==> src/rtl/disposition_queue_pkg.sv <==
// Shared types and defaults for the buffered disposition path: opcode encoding,
// the default disposition value and queue sizing helpers.
package Disposition_pkg;

   localparam int dispositionSize      = 16;
   localparam int DISP_Q_DEPTH_DEFAULT = 8;
   localparam int DISP_Q_CNT_W_DEFAULT = 16;

   typedef enum logic {
      no_opp = 1'b0,
      Disp   = 1'b1
   } disposition_operation_t;

   typedef logic [dispositionSize-1:0] disposition_t;

   localparam disposition_t DISPOSITION_DEFAULT = 16'hA5A5;

   function automatic disposition_t disposition_o();
      return DISPOSITION_DEFAULT;
   endfunction

   // Occupancy counter width for a queue of the given depth (must hold 0..depth).
   function automatic int disp_q_count_w(input int depth);
      return $clog2(depth + 1);
   endfunction

endpackage

==> src/rtl/disp_ring_buffer.sv <==
// In-order ring buffer: register storage, wrapping pointers and an occupancy
// count that alone decides full/empty. Flush clears pointers and count.
module disp_ring_buffer #(
   parameter int PAYLOAD_W = 16,
   parameter int DEPTH     = 8
) (
   input  logic                       clk,
   input  logic                       reset,
   input  logic                       flush_i,
   input  logic                       push_i,
   input  logic                       pop_i,
   input  logic [PAYLOAD_W-1:0]       wr_data_i,
   output logic [PAYLOAD_W-1:0]       rd_data_o,
   output logic [$clog2(DEPTH+1)-1:0] count_o
);
   localparam int PTR_W = $clog2(DEPTH);
   localparam int CNT_W = $clog2(DEPTH + 1);

   logic [PAYLOAD_W-1:0] mem_q [DEPTH];
   logic [PTR_W-1:0]     wr_ptr_q, wr_ptr_d;
   logic [PTR_W-1:0]     rd_ptr_q, rd_ptr_d;
   logic [CNT_W-1:0]     count_q, count_d;
   logic                 do_push, do_pop;

   assign do_push = push_i && (count_q != CNT_W'(DEPTH));
   assign do_pop  = pop_i && (count_q != '0);

   always_comb begin
      wr_ptr_d = wr_ptr_q;
      rd_ptr_d = rd_ptr_q;
      count_d  = count_q;
      if (do_push) wr_ptr_d = wr_ptr_q + PTR_W'(1);
      if (do_pop)  rd_ptr_d = rd_ptr_q + PTR_W'(1);
      if (do_push && !do_pop)      count_d = count_q + CNT_W'(1);
      else if (!do_push && do_pop) count_d = count_q - CNT_W'(1);
   end

   always_ff @(posedge clk) begin
      if (reset || flush_i) begin
         wr_ptr_q <= '0;
         rd_ptr_q <= '0;
         count_q  <= '0;
      end else begin
         wr_ptr_q <= wr_ptr_d;
         rd_ptr_q <= rd_ptr_d;
         count_q  <= count_d;
      end
   end

   // Storage is not reset; only entries below count are ever observed.
   always_ff @(posedge clk) begin
      if (do_push) mem_q[wr_ptr_q] <= wr_data_i;
   end

   assign rd_data_o = mem_q[rd_ptr_q];
   assign count_o   = count_q;

endmodule

==> src/rtl/disposition_queue.sv <==
// Buffered disposition queue: filters or substitutes no-ops at the input,
// gates acceptance on occupancy, and keeps a saturating dropped-no-op count.
module disposition_queue
   import Disposition_pkg::*;
#(
   parameter int PAYLOAD_W = dispositionSize,
   parameter int DEPTH     = DISP_Q_DEPTH_DEFAULT,
   parameter int DROP_NOP  = 1,
   parameter int CNT_W     = DISP_Q_CNT_W_DEFAULT
) (
   input  logic                                clk,
   input  logic                                reset,
   input  logic                                flush,
   input  logic                                in_valid,
   output logic                                in_ready,
   input  disposition_operation_t              in_opcode,
   input  logic [PAYLOAD_W-1:0]                in_args,
   output logic                                out_valid,
   input  logic                                out_ready,
   output logic [PAYLOAD_W-1:0]                out_args,
   output logic [disp_q_count_w(DEPTH)-1:0]    count,
   output logic [CNT_W-1:0]                    nop_dropped
);
   localparam int Q_CNT_W = disp_q_count_w(DEPTH);

   logic                 is_nop, drop, full, accept, store, pop;
   logic [PAYLOAD_W-1:0] wr_data;
   logic [CNT_W-1:0]     nop_cnt_q, nop_cnt_d;

   assign is_nop   = (in_opcode == no_opp);
   assign drop     = (DROP_NOP != 0) && is_nop;
   assign full     = (count == Q_CNT_W'(DEPTH));
   // Dropped no-ops need no slot, so they are accepted even when full.
   assign in_ready = !flush && (!full || drop);
   assign accept   = in_valid && in_ready;
   assign store    = accept && !drop;
   assign wr_data  = is_nop ? PAYLOAD_W'(disposition_o()) : in_args;

   assign out_valid = (count != '0);
   assign pop       = out_valid && out_ready && !flush;

   disp_ring_buffer #(
      .PAYLOAD_W(PAYLOAD_W),
      .DEPTH    (DEPTH)
   ) u_ring (
      .clk      (clk),
      .reset    (reset),
      .flush_i  (flush),
      .push_i   (store),
      .pop_i    (pop),
      .wr_data_i(wr_data),
      .rd_data_o(out_args),
      .count_o  (count)
   );

   always_comb begin
      nop_cnt_d = nop_cnt_q;
      if (accept && drop && (nop_cnt_q != '1)) nop_cnt_d = nop_cnt_q + CNT_W'(1);
   end

   always_ff @(posedge clk) begin
      if (reset) nop_cnt_q <= '0;
      else       nop_cnt_q <= nop_cnt_d;
   end

   assign nop_dropped = nop_cnt_q;

endmodule

==> config.mk <==
export PLATFORM = sky130hd
export DESIGN_NAME = disposition_queue
export DESIGN_NICKNAME = d
export VERILOG_FILES = /design/src/rtl/disposition_queue_pkg.sv /design/src/rtl/disp_ring_buffer.sv /design/src/rtl/disposition_queue.sv
export SDC_FILE = /design/constraint.sdc
export NUM_CORES = 1
export LEC_CHECK = 0
export CORE_MARGIN = 8
export CORE_UTILIZATION = 50
export DETAILED_ROUTE_END_ITERATION = 6
export GPL_TIMING_DRIVEN = 0
export PLACE_DENSITY_LB_ADDON = 0.25
export SKIP_CTS_REPAIR_TIMING = 1
export SLEW_MARGIN = 20
export SYNTH_ARGS = -nofsm -noshare
export SYNTH_HDL_FRONTEND = slang
export SYNTH_SLANG_ARGS = --single-unit
==> constraint.sdc <==
create_clock -name clk -period 3.5 [get_ports clk]
set_clock_uncertainty 0.1 [all_clocks]
set_input_delay 0.35 -clock clk [delete_from_list [all_inputs] [get_ports clk]]
set_output_delay 0.35 -clock clk [all_outputs]
set_load 0.05 [all_outputs]
==> results.json <==
{
  "outcome": "complete, no violations",
  "antenna_found_initial": 0,
  "grt_pass1_vias": 3703,
  "wl_um": 12900,
  "end_kind": "output port",
  "firstDrtPassIters": 5,
  "grt_util_all_layers_pct": 16.6,
  "final-setup-viol-count": 0,
  "instances_no_fill": 646,
  "ant_nets": 0,
  "drc": 0,
  "synth_top_area_share_pct": 59.8,
  "pwr-share-clk_pct": 41.8,
  "synth_flop_cell": "edfxtp_1",
  "ys.warnings.count": 0,
  "rsz0062_at_grt": "no",
  "leakagePower_nw": 2.57,
  "top_layer": "met4",
  "drive_above_1_share_pct": 22.6,
  "dp_cells": 616,
  "yosys-top-cells-area": "edfxtp_1 60%, mux4_2 11%, dfxtp_1 9.0%",
  "ios": 60,
  "drv_slew": 0,
  "cts.path.max_buffers": 2,
  "p_per_area_mw_per_mm2": 488,
  "synthArstFlopShare_pct": 0,
  "timing.rr.start": "u_ring.count_o[0]$_SDFFE_PP0P_",
  "netlist_area_mm2": 0.00643,
  "crit_fanout": 10,
  "finalHoldViolCount": 0,
  "p_comb_share_pct": 5.4,
  "power_frac_seq_pct": 52.8,
  "synth-seq-cells": 157,
  "via_per_inst": 5.62,
  "insertion_delay_ps": 420,
  "vias": 3632,
  "syn_area_per_cell_um2": 17.1,
  "fin_setup_tns_ps": 0,
  "route.detailed.wl_per_inst_um": 20.0,
  "dieArea_mm2": 0.0167,
  "path_clk_slew_ps": 60,
  "hold-path-cell-count": 2,
  "worstMarginPinSlew_ps": 741,
  "start_kind": "register",
  "seq_area_frac_synth_pct": 68.8,
  "p_int_mw": 3.06,
  "required_ps": 3050,
  "period_minus_slack_ps": 3330,
  "sw_frac_of_total_pct": 20.5,
  "core_mm2": 0.0126,
  "wl_met1_um": 5580,
  "cap_violations": 0,
  "peakVddDrop_mv": 0.202,
  "crit_path_max_incr_delay_ps": 710,
  "r2r_slack_ps": 420,
  "drt_iter0_markers": 311,
  "cts-root-buf": "clkbuf_16",
  "power_switching_uw": 789,
  "die_w_um": 129,
  "r2r_end": "u_ring.count_o[3]$_SDFFE_PP0P_",
  "path_cells": "clkbuf_1, clkbuf_4, mux4_2, mux2_2, clkdlybuf4s50_1",
  "start_util_pct": 51.2,
  "min_path_type": "input port to register",
  "rows": 41,
  "fmax_ghz": 0.300,
  "whs_endpoint": "nop_dropped[15]$_SDFFE_PP0P_",
  "synth-edff-count": 128,
  "overflow": 0,
  "yosys.cell_types.count": 44,
  "postSynthCellCount": 376,
  "synth_top_area_cell": "edfxtp_1",
  "slew_headroom_pct": 50.6,
  "yosysMostFrequentCell": "edfxtp_1",
  "place_congestion": 0.820,
  "n_fill_cell": 957,
  "ys_top_cells_by_count": "128 x edfxtp_1, 32 x mux4_2, 29 x dfxtp_1",
  "wl_met3_um": 795,
  "syn_to_final_growth_pct": 22.7,
  "port-buffer-count": 58,
  "cts_made_buffers": 17,
  "power_mw": 3.85,
  "antenna_cells": 0,
  "critPathKind": "register to output port",
  "hp-start": "reset",
  "grt_max_degree": 17,
  "die_h_um": 129,
  "h-tree-depth": 4,
  "arrival_ps": 2880,
  "reg2reg_depth": 10,
  "clkSinkCount": 157,
  "dr_wl_met2_um": 6400,
  "tritoncts": "yes",
  "syn-num-nets": 405,
  "period_share_pct": 95.2,
  "dp_hpwl_um": 8430,
  "slowest_stage": "clkdlybuf4s50_1",
  "grt_pass1_wl_um": 20300,
  "nets": 492
}
-- through the flow --
stage	hold WS [ps]	setup slack, ps	utilization (%)	instance area [um^2]
after detailed placement	392	305	58.6	7370
after floorplan	375	392	-	6430
after global placement	388	-813	57.5	7230
after CTS	233	3.94	62.7	7880
after global routing	269	17.2	62.8	7890
final	250	168	62.8	7890
-- power groups by stage --
stage	sequential [mW]	combinational, mW	clock, mW
final	2.03	0.207	1.61
after global routing	2.03	0.224	1.71
after CTS	2.03	0.210	1.63
after detailed placement	2.07	0.209	0
after global placement	2.07	0.202	0
after floorplan	2.08	0.124	0
-- layer usage --
layer | GRT usage, % | vias up
met3 | 5.38 | 12
met5 | 0 | -
li1 | - | 1683
met1 | 21.0 | 1834
met4 | 6.01 | 0
met2 | 26.3 | 103
-- cell type report --
cell class,instances,area [um^2],area share [%]
buffer,19,95.1,1.21
clock buffer,18,429,5.44
clock inverter,12,81.3,1.03
inverter,6,22.5,0.285
multi-input combinational,194,1920,24.4
sequential,157,4420,56.1
tap,172,215,2.73
timing repair buffer,68,699,8.87
-- worst max-delay path by stage --
stage	depth (start not counted)	slack [ps]	startpoint	endpoint
6_report	5	170	register	out_args[15]
5_1_grt	5	20	register	out_args[15]
4_1_cts	5	4	register	out_args[11]
3_5_place_dp	11	300	in_opcode	u_ring.count_o[3]$_SDFFE_PP0P_
3_3_place_gp	6	-810	in_opcode	u_ring.mem_q[0][8]$_DFFE_PP_
2_1_floorplan	10	390	u_ring.count_o[3]$_SDFFE_PP0P_	u_ring.count_o[3]$_SDFFE_PP0P_
-- layout by cell type, fill, tap and decap left out, types with 6 or more instances in the layout --
cell             instances
dfxtp_1                 29
o31ai_1                  9
ha_1                     6
a21oi_1                 16
clkdlybuf4s50_1         57
clkbuf_16               17
clkbuf_1                11
nand2_1                  7
and2_1                   8
mux4_2                  32
inv_1                    6
nor2_2                   6
nand2b_1                12
or4_1                    9
edfxtp_1               128
nand3_1                  6
mux2_2                  17
nor2_1                  17
-- registers in the layout, summed over array words and instances (netlist names), named ones only --
signal           cells
nop_dropped         16
u_ring.rd_ptr_q      3
u_ring.count_o       4
u_ring.wr_ptr_q      3
u_ring.mem_q       128
-- kinds of logic after synthesis --
group                    count (synthesis)  synth area share (%)
AO/OA/AOI/OAI                           35                  3.52
buffers and inverters                   25                  1.69
adder cells (fa/ha/maj)                  7                  1.48
AND/OR/NAND/NOR                         93                  8.83
multiplexers                            54                  15.0
flip-flops                             157                  68.8
XOR/XNOR                                 5                 0.681
-- critical path: cells and delay by family, from the launching register on --
kind | cells | cell delay, ps
buffers and inverters | 3 | 1340
multiplexers | 2 | 830
flip-flops | 1 | 300
No activity file was read; power rests on OpenSTA's default activity.
==> edit 1 (same settings) <==
Set the package constant `dispositionSize` to 32 (it was 16).
--- a/src/rtl/disposition_queue_pkg.sv
+++ b/src/rtl/disposition_queue_pkg.sv
@@ -2,7 +2,7 @@
 // the default disposition value and queue sizing helpers.
 package Disposition_pkg;
 
-   localparam int dispositionSize      = 16;
+   localparam int dispositionSize      = 32;
    localparam int DISP_Q_DEPTH_DEFAULT = 8;
    localparam int DISP_Q_CNT_W_DEFAULT = 16;
 
Ports: changed (resized in_args and out_args); port bits go from 60 to 92. No check against the original RTL was run, so the function may have changed too.
==> edit 1 against the original RTL <==
Setup slack improved by 210 ps. Total power increased by 91%. Maximum frequency is 6.6% higher. Area after synthesis rose by 77%. Wire length is 82% higher. Cell area rose by 79%. Sequential cell count increased by 128.
==> edit 1: results (changes against the original RTL) <==
** Cells and area
- Non-clock inverters :: 5 (was 6)
- The area of combinational cells with multiple inputs is 0.00305 mm² (was 0.00192 mm²).
- Repair and plain buffers :: 138 (was 87)
- The number of flip-flops under the largest register name is 256 (was 128).
- The final net count was 769 (was 492).
- The post-layout instance area came to 0.0142 mm² (was 0.00789 mm²).

** Routing
- Top layer used by detailed routing :: met5 (was met4)
- Met3 wirelength from detailed routing :: 1540 µm (was 795 µm)
- The routed length on met2 came to 11,900 µm (was 6400 µm).
- Wire length the detailed router placed on met1 :: 9550 µm (was 5580 µm)

** Clocking
- The number of buffers created by CTS came to 29 (was 17).
- The H-tree level count was 1 (was 4).
- The worst-skew pair later-pin latency came to 540 ps (was 420 ps).

** Placed design
- Quantity of I/O buffers inserted on ports :: 90 (was 58)
- GPL Wtd Cong :: 0.859 (was 0.820)
- Setup slack after placement :: 75.9 ps (was 305 ps)
- Area post-placement :: 0.0130 mm² (was 0.00737 mm²)
- The instance count after placement with tap cells included came to 979 (was 616).

** STA
- Transition time of the tightest slew-check pin :: 825 ps (was 741 ps)

** Global routing
- The number of global-route vias before repair was 6,299 (was 3,703).
- The maximum number of pins on one net before global-route repair came to 19 (was 17).
- The initial antenna violation count came to 2 (was 0).
- Global routing met3 resource utilization :: 3.66% (was 5.38%)

** Power and ir drop
- P_leak :: 0.00483 µW (was 0.00257 µW)
- Peak VDD IR :: 0.306 mV (was 0.202 mV)

** Synthesis
- The count of flip-flops with a built-in enable after synthesis came to 256 (was 128).
- The multiplexer area fraction after synthesis was 16.9% (was 15.0%).
- Commonest cells in the netlist: 256 x sky130_fd_sc_hd__edfxtp_1, 64 x sky130_fd_sc_hd__mux4_2, 39 x sky130_fd_sc_hd__mux2_2, 29 x sky130_fd_sc_hd__dfxtp_1, 25 x sky130_fd_sc_hd__nor2_1 (was 128 x sky130_fd_sc_hd__edfxtp_1, 32 x sky130_fd_sc_hd__mux4_2, 29 x sky130_fd_sc_hd__dfxtp_1, 23 x sky130_fd_sc_hd__nor2_1, 17 x sky130_fd_sc_hd__mux2_2).
- Avg Inst Size Synth :: 19.5 µm² (was 17.1 µm²)
- Share of the yosys chip area belonging to registers :: 72.8% (was 68.8%)

** Critical path
- Critical path data arrival time :: 2670 ps (was 2880 ps)
- Worst reg-to-reg setup slack :: 450 ps (was 420 ps)
- Critical path capture point :: out_args[24] (was out_args[15])

** Floorplanning
- Chip Width :: 167 µm (was 129 µm)

** Run status
- Run status: complete, no violations (unchanged).
-- edit 1: cell types whose count changed in the layout (fill, tap and decap cells not counted), sizes merged, moves of 5 or more --
cell | unedited run | this run
clkbuf | 32 | 53
edfxtp | 128 | 256
mux2 | 18 | 39
and2 | 8 | 24
bufinv | 1 | 7
o31ai | 9 | 2
a211oi | 0 | 5
dlymetal6s2s | 1 | 32
mux4 | 32 | 64
buf | 15 | 26
nor2b | 2 | 8
-- edit 1: worst max-delay path, cell delays in order, from the launching register on --
cell,delay [ps]
sky130_fd_sc_hd__dfxtp_1,300
sky130_fd_sc_hd__buf_2,270
sky130_fd_sc_hd__clkbuf_4,370
sky130_fd_sc_hd__mux4_2,580
sky130_fd_sc_hd__mux2_2,310
sky130_fd_sc_hd__dlymetal6s2s_1,310
-- edit 1: power breakdown --
part           switching (µW)  total (µW)  internal, µW  leakage [µW]
Sequential               7.99        3730          3720       0.00257
Combinational             200         345           144       0.00176
Clock                    1250        3280          2030      0.000503
Total                    1460        7350          5900       0.00483
==> edit 2 (same flow settings) <==
Without the edit above. Put a register stage on the output `count`, cleared by the reset. The value now appears one clock later. The other outputs are not delayed to match.
--- a/src/rtl/disposition_queue.sv
+++ b/src/rtl/disposition_queue.sv
@@ -23,20 +23,22 @@
 );
    localparam int Q_CNT_W = disp_q_count_w(DEPTH);
 
+   logic [disp_q_count_w(DEPTH)-1:0] count_c;
+
    logic                 is_nop, drop, full, accept, store, pop;
    logic [PAYLOAD_W-1:0] wr_data;
    logic [CNT_W-1:0]     nop_cnt_q, nop_cnt_d;
 
    assign is_nop   = (in_opcode == no_opp);
    assign drop     = (DROP_NOP != 0) && is_nop;
-   assign full     = (count == Q_CNT_W'(DEPTH));
+   assign full     = (count_c == Q_CNT_W'(DEPTH));
    // Dropped no-ops need no slot, so they are accepted even when full.
    assign in_ready = !flush && (!full || drop);
    assign accept   = in_valid && in_ready;
    assign store    = accept && !drop;
    assign wr_data  = is_nop ? PAYLOAD_W'(disposition_o()) : in_args;
 
-   assign out_valid = (count != '0);
+   assign out_valid = (count_c != '0);
    assign pop       = out_valid && out_ready && !flush;
 
    disp_ring_buffer #(
@@ -50,7 +52,7 @@
       .pop_i    (pop),
       .wr_data_i(wr_data),
       .rd_data_o(out_args),
-      .count_o  (count)
+      .count_o  (count_c)
    );
 
    always_comb begin
@@ -65,5 +67,13 @@
 
    assign nop_dropped = nop_cnt_q;
 
+   always_ff @(posedge clk) begin
+      if (reset) begin
+         count <= '0;
+      end else begin
+         count <= count_c;
+      end
+   end
+
 endmodule
 
Formal check against the unedited RTL: not equivalent (Yosys sat finds a counterexample within 4 cycles, from zero or initial values and one cycle with reset high).
==> edit 2 against the original RTL <==
Largest power group unchanged. Area after synthesis grew 0.68%. Highest routed layer unchanged. Core utilization is 0.95 points higher. Total power grew 6.8%. Cell area grew 1.9%. Wire length fell by 1.5%. Sequential cell count increased by 4. First-iteration DRC count shrank 30%. Setup slack better by 4.7 ps.
==> edit 2: results (changes against the original RTL) <==
** Global routing
- The number of global-route vias before repair is 3,798 (was 3,703).
- The global-route track usage on met2 came to 26.8% (was 26.3%).
- The global-route wire length before repair came to 20,200 µm (was 20,300 µm).
- Global routing met1 resource utilization :: 20.0% (was 21.0%)
- The overall global routing resource usage is 16.5% (was 16.6%).

** Hold path
- Terminating pin of the worst hold path :: u_ring.wr_ptr_q[0]$_SDFFE_PP0P_ (was nop_dropped[15]$_SDFFE_PP0P_)
- The type of the worst min-delay path is reg -> reg (was in -> reg).
- The startpoint of the lowest-slack hold path is u_ring.wr_ptr_q[0]$_SDFFE_PP0P_ (was reset).

** Placed design
- The instance count after placement with tap cells included came to 625 (was 616).
- The global placer's final weighted congestion came to 0.803 (was 0.820).
- Dpl hpwl :: 8550 µm (was 8430 µm)
- The port buffer count came to 59 (was 58).

** Power and ir drop
- The largest voltage drop on the vdd net came to 0.264 mV (was 0.202 mV).
- The leakage power figure came to 0.00264 µW (was 0.00257 µW).
- The total clock network power was 1820 µW (was 1610 µW).
- Net load switching power :: 832 µW (was 789 µW)

** Synthesis
- Avg Inst Size Synth :: 16.9 µm² (was 17.1 µm²)
- The distinct cell type count after synthesis was 37 (was 44).
- The post-synthesis net count is 413 (was 405).
- Share of the yosys chip area belonging to registers :: 69.6% (was 68.8%)
- Commonest cells in the netlist :: 128 x sky130_fd_sc_hd__edfxtp_1, 33 x sky130_fd_sc_hd__dfxtp_1, 32 x sky130_fd_sc_hd__mux4_2, 30 x sky130_fd_sc_hd__nor2_1, 21 x sky130_fd_sc_hd__mux2_2 (was 128 x sky130_fd_sc_hd__edfxtp_1, 32 x sky130_fd_sc_hd__mux4_2, 29 x sky130_fd_sc_hd__dfxtp_1, 23 x sky130_fd_sc_hd__nor2_1, 17 x sky130_fd_sc_hd__mux2_2)

** Run status
- Run status :: complete, no violations (unchanged)

** Cells and area
- NonClk Buf Share :: 10.0% (was 10.1%)
- Clock network share of area :: 7.41% (was 6.47%)
- The share of cell area taken by multi-input logic gates was 23.7% (was 24.4%).
- The final net count came to 501 (was 492).
- The multi-input combinational cell count was 201 (was 194).
- Final cell count without fillers :: 657 (was 646)
- The register share of the cell area is 56.0% (was 56.1%).

** Routing
- Wire length the detailed router placed on met1 :: 5400 µm (was 5580 µm)
- Met2 Wirelength :: 6330 µm (was 6400 µm)
- The average via count per standard cell came to 5.41 (was 5.62).
- The final routed wire length divided by cell count is 19.4 µm (was 20.0 µm).

** Critical path
- The termination of the worst setup path is out_args[6] (was out_args[15]).
- Worst reg-to-reg setup slack :: 250 ps (was 420 ps)
-- edit 2: cell count changes in the layout (fill, tap and decap cells not counted), sizes merged, moves of 3 or more --
cell,delta
nor2,+7
nor2b,+6
o31ai,-5
dfxtp,+4
dlymetal6s2s,+4
or4,-4
a21oi,-3
clkdlybuf4s50,-3
mux2,+3
-- edit 2: cells by family after synthesis --
family	count (synthesis)	synth area share, %
compound gates	27	2.57
xor+xnor	6	0.812
fa+ha+maj	7	1.47
buf+inv	22	1.37
flops	161	69.6
mux	58	15.6
simple gates	103	8.64
-- edit 2: per-stage QoR --
stage	TNS [ps]	cell area [µm²]	setup WS, ps	hold WS (ps)	total power (µW)
2_1_floorplan	0	6470	524	360	2250
3_3_place_gp	-82320	7280	-1150	389	2320
3_5_place_dp	-183	7420	-183	399	2330
4_1_cts	-1.85	8020	-1.85	416	4150
5_1_grt	0	8040	0.689	438	4240
6_report	0	8040	173	411	4110
